File: src/rtl/ula_pkg.sv
// ula_pkg: opcode and state types shared by the bit-serial ALU.
package ula_pkg;
  typedef enum logic [2:0] {
    OP_AND = 3'b000,
    OP_OR  = 3'b001,
    OP_ADD = 3'b010,
    OP_SUB = 3'b110,
    OP_SLT = 3'b111
  } ula_op_t;

  typedef enum logic [1:0] {IDLE, RUN, DONE} ula_state_t;

  function automatic logic is_sum(input logic [2:0] op);
    return op == OP_ADD || op == OP_SUB || op == OP_SLT;
  endfunction
endpackage

File: src/rtl/ula_bit.sv
// ula_bit: one-bit ALU slice; reserved opcodes yield 0 so a full run produces an all-zero result.
module ula_bit
  import ula_pkg::*;
(
  input  logic       a,
  input  logic       b,
  input  logic       cin,
  input  logic [2:0] op,
  output logic       s,
  output logic       cout
);
  assign s    = op == OP_AND ? a & b : op == OP_OR ? a | b : is_sum(op) ? a ^ b ^ cin : 1'b0;
  assign cout = (a & b) | (cin & (a ^ b));
endmodule

File: src/rtl/ula_serial.sv
// ula_serial: bit-serial ALU, one bit per clock LSB first through a single slice,
// with valid/ready handshakes on both sides.
module ula_serial
  import ula_pkg::*;
#(
  parameter int WIDTH = 32
) (
  input  logic             clk,
  input  logic             rst,
  input  logic             in_valid,
  output logic             in_ready,
  input  logic [2:0]       ULAcontrole,
  input  logic [WIDTH-1:0] a,
  input  logic [WIDTH-1:0] b,
  output logic             out_valid,
  input  logic             out_ready,
  output logic [WIDTH-1:0] ULAsaida,
  output logic             zero,
  output logic             carry,
  output logic             overflow
);
  localparam int CW = $clog2(WIDTH);
  ula_state_t       r_state;
  logic [CW-1:0]    r_cnt;
  logic [WIDTH-1:0] r_a, r_b, r_res;
  logic [2:0]       r_op;
  logic             r_cy, r_zero, r_carry, r_ovf;
  logic             w_s, w_cout, w_last, w_flag, w_slt, w_ovf;
  logic [WIDTH-1:0] w_shift, w_res;
  ula_bit u_bit (
    .a   (r_a[0]),
    .b   (r_b[0] ^ r_op[2]),
    .cin (r_cy),
    .op  (r_op),
    .s   (w_s),
    .cout(w_cout)
  );
  assign w_last  = r_cnt == CW'(WIDTH - 1);
  assign w_flag  = r_op == OP_ADD || r_op == OP_SUB;
  assign w_slt   = r_op == OP_SLT;
  assign w_ovf   = r_cy ^ w_cout;
  assign w_shift = {w_s, r_res[WIDTH-1:1]};
  // SLT replaces the shifted sum with the corrected sign bit once the MSB is known
  assign w_res   = w_slt ? {{(WIDTH - 1) {1'b0}}, w_s ^ w_ovf} : w_shift;
  assign in_ready  = r_state == IDLE;
  assign out_valid = r_state == DONE;
  assign ULAsaida  = r_res;
  assign zero      = r_zero;
  assign carry     = r_carry;
  assign overflow  = r_ovf;
  always_ff @(posedge clk or negedge rst) begin
    if (!rst) begin
      r_state <= IDLE;
      r_cnt   <= '0;
      r_a     <= '0;
      r_b     <= '0;
      r_res   <= '0;
      r_op    <= '0;
      r_cy    <= 1'b0;
      r_zero  <= 1'b0;
      r_carry <= 1'b0;
      r_ovf   <= 1'b0;
    end else begin
      case (r_state)
        IDLE:
          if (in_valid) begin
            r_state <= RUN;
            r_cnt   <= '0;
            r_a     <= a;
            r_b     <= b;
            r_op    <= ULAcontrole;
            r_cy    <= ULAcontrole[2];
          end
        RUN: begin
          r_a   <= r_a >> 1;
          r_b   <= r_b >> 1;
          r_cy  <= w_cout;
          r_cnt <= w_last ? '0 : r_cnt + CW'(1);
          r_res <= w_last ? w_res : w_shift;
          if (w_last) begin
            r_state <= DONE;
            r_zero  <= w_res == '0;
            r_carry <= w_flag & w_cout;
            r_ovf   <= w_flag & w_ovf;
          end
        end
        DONE: if (out_ready) r_state <= IDLE;
        default: r_state <= IDLE;
      endcase
    end
  end
endmodule

File: config.mk
export PLATFORM = sky130hd
export DESIGN_NAME = ula_serial
export DESIGN_NICKNAME = d
export VERILOG_FILES = /design/src/rtl/ula_pkg.sv /design/src/rtl/ula_bit.sv /design/src/rtl/ula_serial.sv
export SDC_FILE = /design/constraint.sdc
export NUM_CORES = 1
export LEC_CHECK = 0
export CELL_PAD_IN_SITES_DETAIL_PLACEMENT = 1
export CELL_PAD_IN_SITES_GLOBAL_PLACEMENT = 2
export CORE_MARGIN = 2
export CORE_UTILIZATION = 32
export CTS_CLUSTER_SIZE = 40
export DETAILED_ROUTE_END_ITERATION = 8
export PLACE_DENSITY_LB_ADDON = 0.15
export REMOVE_ABC_BUFFERS = 1
export SYNTH_ARGS = -nofsm -noshare
export SYNTH_HDL_FRONTEND = slang
export SYNTH_HIERARCHICAL = 1
export SYNTH_SLANG_ARGS = --single-unit
File: constraint.sdc
create_clock -name clk -period 3.9 [get_ports clk]
set_clock_uncertainty 0.05 [all_clocks]
set_input_delay 0.78 -clock clk [delete_from_list [all_inputs] [get_ports clk]]
set_output_delay 0.78 -clock clk [all_outputs]
set_load 0.005 [all_outputs]
==> key figures <==
Outcome
  – Status: complete, no violations

Detailed routing
  – Final WL: 11800 µm
  – Antenna Nets Post-Route: 0
  – DR pass1 iterations: 4
  – Drt first-iter violations: about 190
  – Vias/cell: approximately 4.7
  – Drt wl/cell: between 10 and 15 µm
  – Via Count: just under 4000
  – # DRC: 0

Worst setup path
  – CP endpoint kind: flip-flop
  – Crit-path slowest cell: fa_1
  – Top delay family on crit path: simple AND/OR/NAND/NOR gates
  – Reg2reg end: zero
  – Levels on crit path: 10
  – FF-to-FF path depth: 10
  – Critical path launch point type: flip-flop
  – Crit. Startpoint: r_op[2]
  – CP Class: flip-flop to flip-flop
  – Reg-to-reg slack, setup: between 1000 and 1500 ps
  – CP endpoint: zero
  – Data required, critical path: 4140 ps
  – CP bufs+invs: 2
  – Crit path cell chain: xor2_1 > inv_1 > fa_1 > inv_1 > a31oi_1 > o21ai_1 > nor4_1 > nand4_1 > nor4b_2 > a221o_1
  – Arrival time worst endpoint: just under 3000 ps
  – Most frequent CP cell: inv_1
  – CP max stage delay: about 500 ps
  – CP Max Fanout: 7
  – Worst R2R Start: r_op[2]

Yosys
  – Commonest cells in the netlist: nand2_1, dfrtp_1, o21ai_1, mux2i_1, nand3_1
  – Dominant cell type by area after synthesis: dfrtp_1
  – Yosys top cell area share: 0.549
  – Cells after synthesis: 504
  – Post-synth EDFFs: 0
  – Top FF cell, synth: dfrtp_1
  – Sequential element share of the synthesized area: 0.549
  – Yosys warns: 6
  – Synth Cell Area: ~5000 µm²
  – Syn avg cell area: about 10 µm²
  – Yosys reg bits: 110
  – Top cells by area, synth: dfrtp_1, mux2i_1, nand2_1
  – Post-synthesis cell type count: 36
  – Async SR Flop Fraction: 1.00
  – Most common cell in the netlist: nand2_1

Clocking
  – Hold Buf Count CTS: 0
  – Clock root buffer: clkbuf_16
  – H-Tree Depth: 3
  – Resize count post-CTS: 0
  – TritonCTS clock tree: done
  – Setup Buffers After CTS: 0
  – Clock-pin slew on the worst setup and hold paths: 70 ps
  – CTS sink cnt: 110
  – Worst skew pair latency: around 350 ps
  – CTS Buf Count: 9
  – CTS Buffer Depth: 2

Timing
  – Fin crit share: 0.690
  – Setup-failing EPs final: 0
  – Period minus WS final: ~2700 ps
  – Fin. Hold Viols: 0
  – Fmax: around 0.37 GHz
  – Worst Tran Pin Value: 1030 ps
  – Max_slew headroom: 0.312
  – Final critical-path setup slack: about 1200 ps
  – RSZ-0062 raised after global routing: no
  – Fin. max-slew vios: 0

Pwr
  – PwrDens: 678 nW/µm²
  – Lkg Pwr: 2.77 nW
  – VDD IR max: 0.272 mV

Final layout
  – Layout cell share with drive strength beyond 1: 0.0515
  – Area growth, synth to finish: 31.7%
  – Non-filler instance count after layout: ~810
  – Diodes inserted: 0
  – Fillers: 1692
  – Fin nets: slightly below 700

Worst hold path
  – Hold Crit Class: flip-flop to flip-flop

Global route
  – Gr usage total: 0.150
  – Vias in the first global route: between 3000 and 4000
  – First-pass GRT wire length: 20000 µm
  – Largest net degree at the start of global routing: 64
  – Grt total ovfl: 0
  – Initial antenna violation count: 0

Placed design
  – Routability cong.: about 0.74
  – PortBufs: approximately 110
  – Post-DP HPWL: roughly 8000 µm
  – Setup slack after placement: ~1200 ps
  – Inst Count DP: between 700 and 800

Die
  – Die W: between 100 and 150 µm
  – Die Ht: 129 µm
  – Area of the die: around 17000 µm²
  – Initial Util: 0.329
  – Core box area: roughly 15000 µm²
  – I/O Pins: around 110
  – Floorplan row count: between 40 and 50

Job
  – Max_cap viols: 0
==> metrics by stage <==
stage	hold slack (ps)	setup TNS [ps]	total power [W]	area, µm²	util
finish	434	0	0.00447	6600	0.433
global route	464	0	0.00487	6600	0.433
CTS	435	0	0.00457	6600	0.433
detailed placement	425	0	0.00360	6300	0.413
global placement	411	0	0.00354	6300	0.413
floorplan	392	-244900	0.00291	4830	-
==> final cells by class <==
type	count	area (µm²)	share of cell area
flip-flops and latches	110	2750	0.417
well taps	211	264	0.0400
inverters	7	26.3	0.00398
clock inverters	4	45.0	0.00682
clock buffers	12	256	0.0388
multi-input cells	354	2070	0.313
repair buffers	115	1190	0.180
==> registers in the layout, summed over array words and instances (netlist names), 2 cells and up <==
name	count
r_op	3
ULAsaida	32
r_b	32
r_a	32
r_state	2
r_cnt	5
==> worst min-delay path by stage <==
| stage | endpoint | slack, ps | cells past startpoint | from |
|---|---|---|---|---|
| global placement | r_cnt[3] | 410 | 1 | r_cnt[3] |
| finish | r_cnt[3] | 430 | 1 | r_cnt[3] |
| detailed placement | r_cnt[3] | 430 | 1 | r_cnt[3] |
| CTS | r_cnt[3] | 430 | 1 | r_cnt[3] |
| global route | r_a[12] | 460 | 2 | r_a[13] |
| floorplan | r_cnt[3] | 390 | 1 | r_cnt[3] |
==> logic make-up (layout without fill, tap and decap cells) <==
kind of cell	Yosys count	in the layout	synth area share
buffers and inverters	40	138	0.0414
AOI/OAI and AO/OA	82	82	0.0856
adders and majority gates	5	5	0.0140
and+or+nand+nor	199	199	0.174
muxes	65	65	0.130
xor gates and xnor gates	3	3	0.00524
DFF	110	110	0.549
==> placed cells by master, fill, tap and decap left out, drive strengths merged, types with 4 or more instances in the layout <==
cell type	n
dfrtp	110
inv	7
ha	4
nor4	8
nand2	139
clkbuf	12
mux2i	62
clkdlybuf4s50	106
o21ai	74
buf	9
nand3	33
nor2	4
==> report_power, final <==
part | internal (W) | leakage, nW | total [W] | switching (W)
clock network | 0.000531 | 0.152 | 0.000942 | 0.000411
logic | 0.000815 | 1.14 | 0.00171 | 0.000892
registers | 0.00152 | 1.47 | 0.00183 | 0.000310
total | 0.00286 | 2.77 | 0.00447 | 0.00161
==> per-layer routing <==
layer | global-route usage | vias up | routed length, µm
li1 | - | 1898 | -
met1 | 0.193 | 1875 | 5340
met2 | 0.244 | 62 | 5690
met3 | 0.0384 | 10 | 599
met4 | 0.0537 | 0 | 166
met5 | 0 | - | 0
Note: power is estimated with default switching activity, not from simulation.
==> RTL change 1, RTL diff (same flow settings) <==
`WIDTH`: 32 -> 16.
--- a/src/rtl/ula_serial.sv
+++ b/src/rtl/ula_serial.sv
@@ -3,7 +3,7 @@
 module ula_serial
   import ula_pkg::*;
 #(
-  parameter int WIDTH = 32
+  parameter int WIDTH = 16
 ) (
   input  logic             clk,
   input  logic             rst,
Ports: changed (resized ULAsaida, a and b); port bits go from 108 to 60. The function was not compared with the original's and may differ.
==> RTL change 1 against the original RTL <==
Wire length down 45%. Sequential cell count down 49. Area after synthesis down 42%. Total power down 45%. Cell area down 44%. Worst setup slack better by 0.27 ns. Critical path type unchanged. Largest power group unchanged.
==> RTL change 1: results (changes against the original RTL) <==
[logic_synthesis]
synth_adder_area_share_pct = 1.988  ; +0.59 points
synthMuxAreaShare_pct = 11.50  ; -1.6 points
yosysUniqueCellTypes = 37  ; +2.8%
synth_xor_xnor_area_share_pct = 0.9075  ; +0.38 points
synthTopCellsByArea = dfrtp_1, mux2i_1, nand2_1
synth_compound_area_share_pct = 11.97  ; +3.4 points
seq_area_frac_synth_pct = 52.72  ; -2.2 points
synth_common_cells = nand2_1, dfrtp_1, o21ai_0

[placement]
dp_hpwl_um = 4370  ; -46%
io_buffer_count = 59  ; -45%
routabilityCongestion = 0.6967  ; -6.0%
place_area_um2 = 3531  ; -44%

[global_route]
grt_pass1_vias = 2283  ; -42%
met2_usage_pct = 22.97  ; -1.5 points
grt_max_degree = 43  ; -33%
grt_use_total_pct = 14.33  ; -0.63 points
use_met3_pct = 4.006  ; +0.17 points

[clock_tree]
cts_root_buf = clkbuf_8

[power]
switching_share_pct = 36.49  ; +0.44 points
leakagePower_nw = 1.530  ; -45%
irDropWorstVdd_mv = 0.2427  ; -11%

[layout]
fillers = 1033  ; -39%
final_nets = 390  ; -42%

[run_status]
outcome = complete, no violations

[worst_setup_path]
cp_max_fo = 6  ; -1
cp_slowest_cell = fa_1
cp.arrival_ns = 2.65  ; -0.28 ns

[detailed_routing]
wl_um = 6494  ; -45%

[RTL change 1: cell types whose count changed in the layout (fill, tap and decap cells not counted), sizes merged, moves of 2 or more]
cell,change
buf,-3
clkdlybuf4s50,-48
dfrtp,-49
mux2i,-31
nand2,-63
nand3,-30
nand4,-2
nor4,-4
o21ai,-16
[RTL change 1: power groups by stage]
| stage | Combinational, mW | Clock [mW] | Sequential [mW] |
|---|---|---|---|
| 2_1_floorplan | 0.572 | 0 | 1.03 |
| 3_3_place_gp | 0.898 | 0 | 1.07 |
| 3_5_place_dp | 0.926 | 0 | 1.08 |
| 4_1_cts | 0.927 | 0.515 | 1.07 |
| 5_1_grt | 1.04 | 0.536 | 1.11 |
| 6_report | 0.902 | 0.489 | 1.06 |
[RTL change 1: stage by stage]
stage	power [mW]	cells	utilization (%)	setup slack, ns
6_report	2.456	458	42.18	1.477
3_5_place_dp	2.003	444	40.29	1.251
3_3_place_gp	1.968	444	40.29	1.280
2_1_floorplan	1.599	272	-	0.2496
5_1_grt	2.686	458	42.18	1.208
4_1_cts	2.510	458	42.18	1.441
[RTL change 1: logic make-up after synthesis]
kind of cell / Yosys count
XOR/XNOR: 3
buffers and inverters: 25
adder cells (fa/ha/maj): 4
flip-flops: 61
AND/OR/NAND/NOR: 99
AO/OA/AOI/OAI: 65
multiplexers: 33
[RTL change 1: worst paths after layout]
check,end,slack (ns),depth (start not counted)
min in group asynchronous,r_a[2]$_DFFE_PN0P_,0.44,1
hold / removal,r_cnt[3]$_DFFE_PN0P_,0.42,1
setup reg to reg,zero$_DFFE_PN0P_,1.48,10
setup / recovery,zero$_DFFE_PN0P_,1.48,10
max in group asynchronous,r_a[15]$_DFFE_PN0P_,2.65,2
hold reg to reg,r_cnt[3]$_DFFE_PN0P_,0.42,1
[RTL change 1: final cells by class]
class | instances | share of cell area [%]
tap | 108 | 3.656
clock inverter | 2 | 0.2708
inverter | 7 | 0.7109
timing repair buffer | 64 | 16.86
clock buffer | 12 | 4.198
multi-input combinational | 204 | 33.01
sequential | 61 | 41.30
[RTL change 1: per-layer routing]
metal / part of all wire [%] / up-vias / wire, um
met4: 1.1 / 0 / 71
li1: - / 1097 / -
met1: 47 / 1083 / 3047
met3: 4.5 / 7 / 291
met2: 47 / 39 / 3084
met5: 0 / - / 0
==> RTL change 2, RTL diff (config.mk and constraints unchanged) <==
Made on the original files. The 3 states of `ula_state_t` get a one-hot encoding in 3 bits.
--- a/src/rtl/ula_pkg.sv
+++ b/src/rtl/ula_pkg.sv
@@ -8,7 +8,7 @@
     OP_SLT = 3'b111
   } ula_op_t;
 
-  typedef enum logic [1:0] {IDLE, RUN, DONE} ula_state_t;
+  typedef enum logic [2:0] {IDLE = 3'b001, RUN = 3'b010, DONE = 3'b100} ula_state_t;
 
   function automatic logic is_sum(input logic [2:0] op);
     return op == OP_ADD || op == OP_SUB || op == OP_SLT;
Formal check against the unedited RTL: same outputs for any inputs over 10 cycles, from zero or initial values and one cycle with rst low; not proved beyond that.
==> RTL change 2 against the original RTL <==
Global-route usage rose by 0.65 points. Total power fell by 3.6%. First-iteration DRC count rose by 63%. Cell area fell by 2.9%. Clock power rose by 1%. Wire length rose by 5.0%. Hold slack got worse by 0.011 ns. Sequential cell count rose by 1. Worst setup slack improved by 0.0021 ns. Area after synthesis fell by 1.2%. Cell count fell by 1.5%. Critical path type is now reg2out. Largest cell class unchanged. Largest power group unchanged.
==> RTL change 2: results (changes against the original RTL) <==
[run_status]
outcome = complete, no violations

[logic_synthesis]
synthArstFlopShare_pct = 100.0  ; unchanged
ys.flop_type = dfrtp_1
yosys_warnings = 6  ; unchanged
seq_area_frac_synth_pct = 56.09  ; +1.2 points
yosysUniqueCellTypes = 37  ; +2.8%
synthTopCellsByArea = dfrtp_1, nand2_1, a31oi_1
synth_common_cells = nand2_1, dfrtp_1, nor2_1

[clock_tree]
path_clk_slew_ns = 0.08
cts_buffer_depth = 2  ; unchanged
cts_max_level = 3  ; unchanged
clock_latency_ns = 0.35  ; about the same
cts_buffers = 9  ; unchanged
cts_setup_buffers = 0  ; unchanged
ctsResizeCount = 0  ; unchanged
cts_root_buf = clkbuf_16
cts_sinks = 111  ; +0.91%

[worst_setup_path]
cp_max_fo = 6  ; -1
max_stage_delay_ns = 0.54  ; +0.04 ns
cp_slowest_cell = dfrtp_1
cp-startpoint = r_state[2]$_DFFE_PN0P_
cp.arrival_ns = 1.86  ; -1.07 ns
reg2reg_from = r_op[2]$_DFFE_PN0P_
crit_end = out_valid
r2r_end = zero$_DFFE_PN0P_
cp_common_cell = inv_1
r2r_slack_ns = 1.36  ; +0.15 ns
crit_family = buffers and inverters
r2r_cells = 10  ; unchanged

[global_route]
grt_max_degree = 95  ; +48%
grt_use_total_pct = 15.61  ; +0.65 points
grt_pass1_vias = 4143  ; +4.5%
grt_pass1_wl_um = 20760  ; +3.7%
antenna_found_initial = 0  ; unchanged

[power]
leakagePower_nw = 2.851  ; +3.0%
irDropWorstVdd_mv = 0.2861  ; +5.2%
netSwitchingPower_mw = 1.561  ; -3.3%
pwr-share-comb_pct = 34.3  ; -3.8 points
switching_share_pct = 36.19  ; +0.14 points
seq_power_share_pct = 43.6  ; +2.8 points

[layout]
fillers = 1707  ; +0.89%
diodes = 0  ; unchanged
final_nets = 684  ; +1.6%
drive_gt1_share_pct = 5.220  ; +0.071 points

[timing]
max_slew.worst_pin.slew_ns = 1.087  ; +0.05474 ns

[detailed_routing]
via_per_inst = 5.092  ; +7.7%
firstDrtPassIters = 4  ; unchanged
first_iter_violations = 316  ; +63%
wl_per_cell_um = 15.46  ; +6.5%

[placement]
routabilityCongestion = 0.7174  ; -3.2%
io_buffer_count = 107  ; unchanged
dp_hpwl_um = 8115  ; +0.96%
place_area_um2 = 6106  ; -3.1%

[worst_hold_path]
worstHoldPathCells = 1  ; unchanged
hp-class = reg2reg
hold_path_end = r_cnt[3]$_DFFE_PN0P_
hold_path.startpoint = r_cnt[3]$_DFFE_PN0P_

==> RTL change 2: changes by cell type in the layout (fill, tap and decap cells not counted), moves of 29 or more <==
cell	change
o21ai_1	-67
a31oi_1	+62
nor2_1	+62
mux2i_1	-61
a22o_1	+31
nand3_1	-29
==> RTL change 2: metrics by stage <==
| stage | std cells | hold WS [ns] | setup TNS (ns) | utilization, % | setup slack (ns) |
|---|---|---|---|---|---|
| 3_5_place_dp | 785 | 0.4140 | 0 | 40.31 | 1.246 |
| 4_1_cts | 801 | 0.4245 | 0 | 42.32 | 1.185 |
| 2_1_floorplan | 484 | 0.3889 | -176.68 | - | -2.808 |
| 3_3_place_gp | 785 | 0.4106 | 0 | 40.31 | 1.307 |
| 5_1_grt | 801 | 0.4553 | 0 | 42.32 | 1.064 |
| 6_report | 801 | 0.4229 | 0 | 42.32 | 1.210 |
==> RTL change 2: logic make-up after synthesis <==
family                     synth area share [%]
AOI/OAI and AO/OA                         15.48
xor gates and xnor gates                 0.5304
adders and majority gates                 1.414
buffers and inverters                     5.455
DFF                                       56.09
muxes                                    0.4293
and+or+nand+nor                           20.61
==> RTL change 2: metal layers <==
metal | vias up | routed length [um] | GRT usage (%)
met4 | 0 | 148 | 5.042
met2 | 92 | 5623 | 24.34
met3 | 11 | 621 | 3.119
met1 | 2016 | 5993 | 21.92
li1 | 1960 | - | -
met5 | - | 0 | 0
==> RTL change 2: cell type report <==
class / instances / share of cell area, %
Clock buffer: 9 / 3.514
Sequential cell: 111 / 43.35
Timing Repair Buffer: 113 / 17.76
Clock inverter: 7 / 1.230
Multi-Input combinational cell: 365 / 30.00
Tap cell: 188 / 3.670
Inverter: 8 / 0.4685
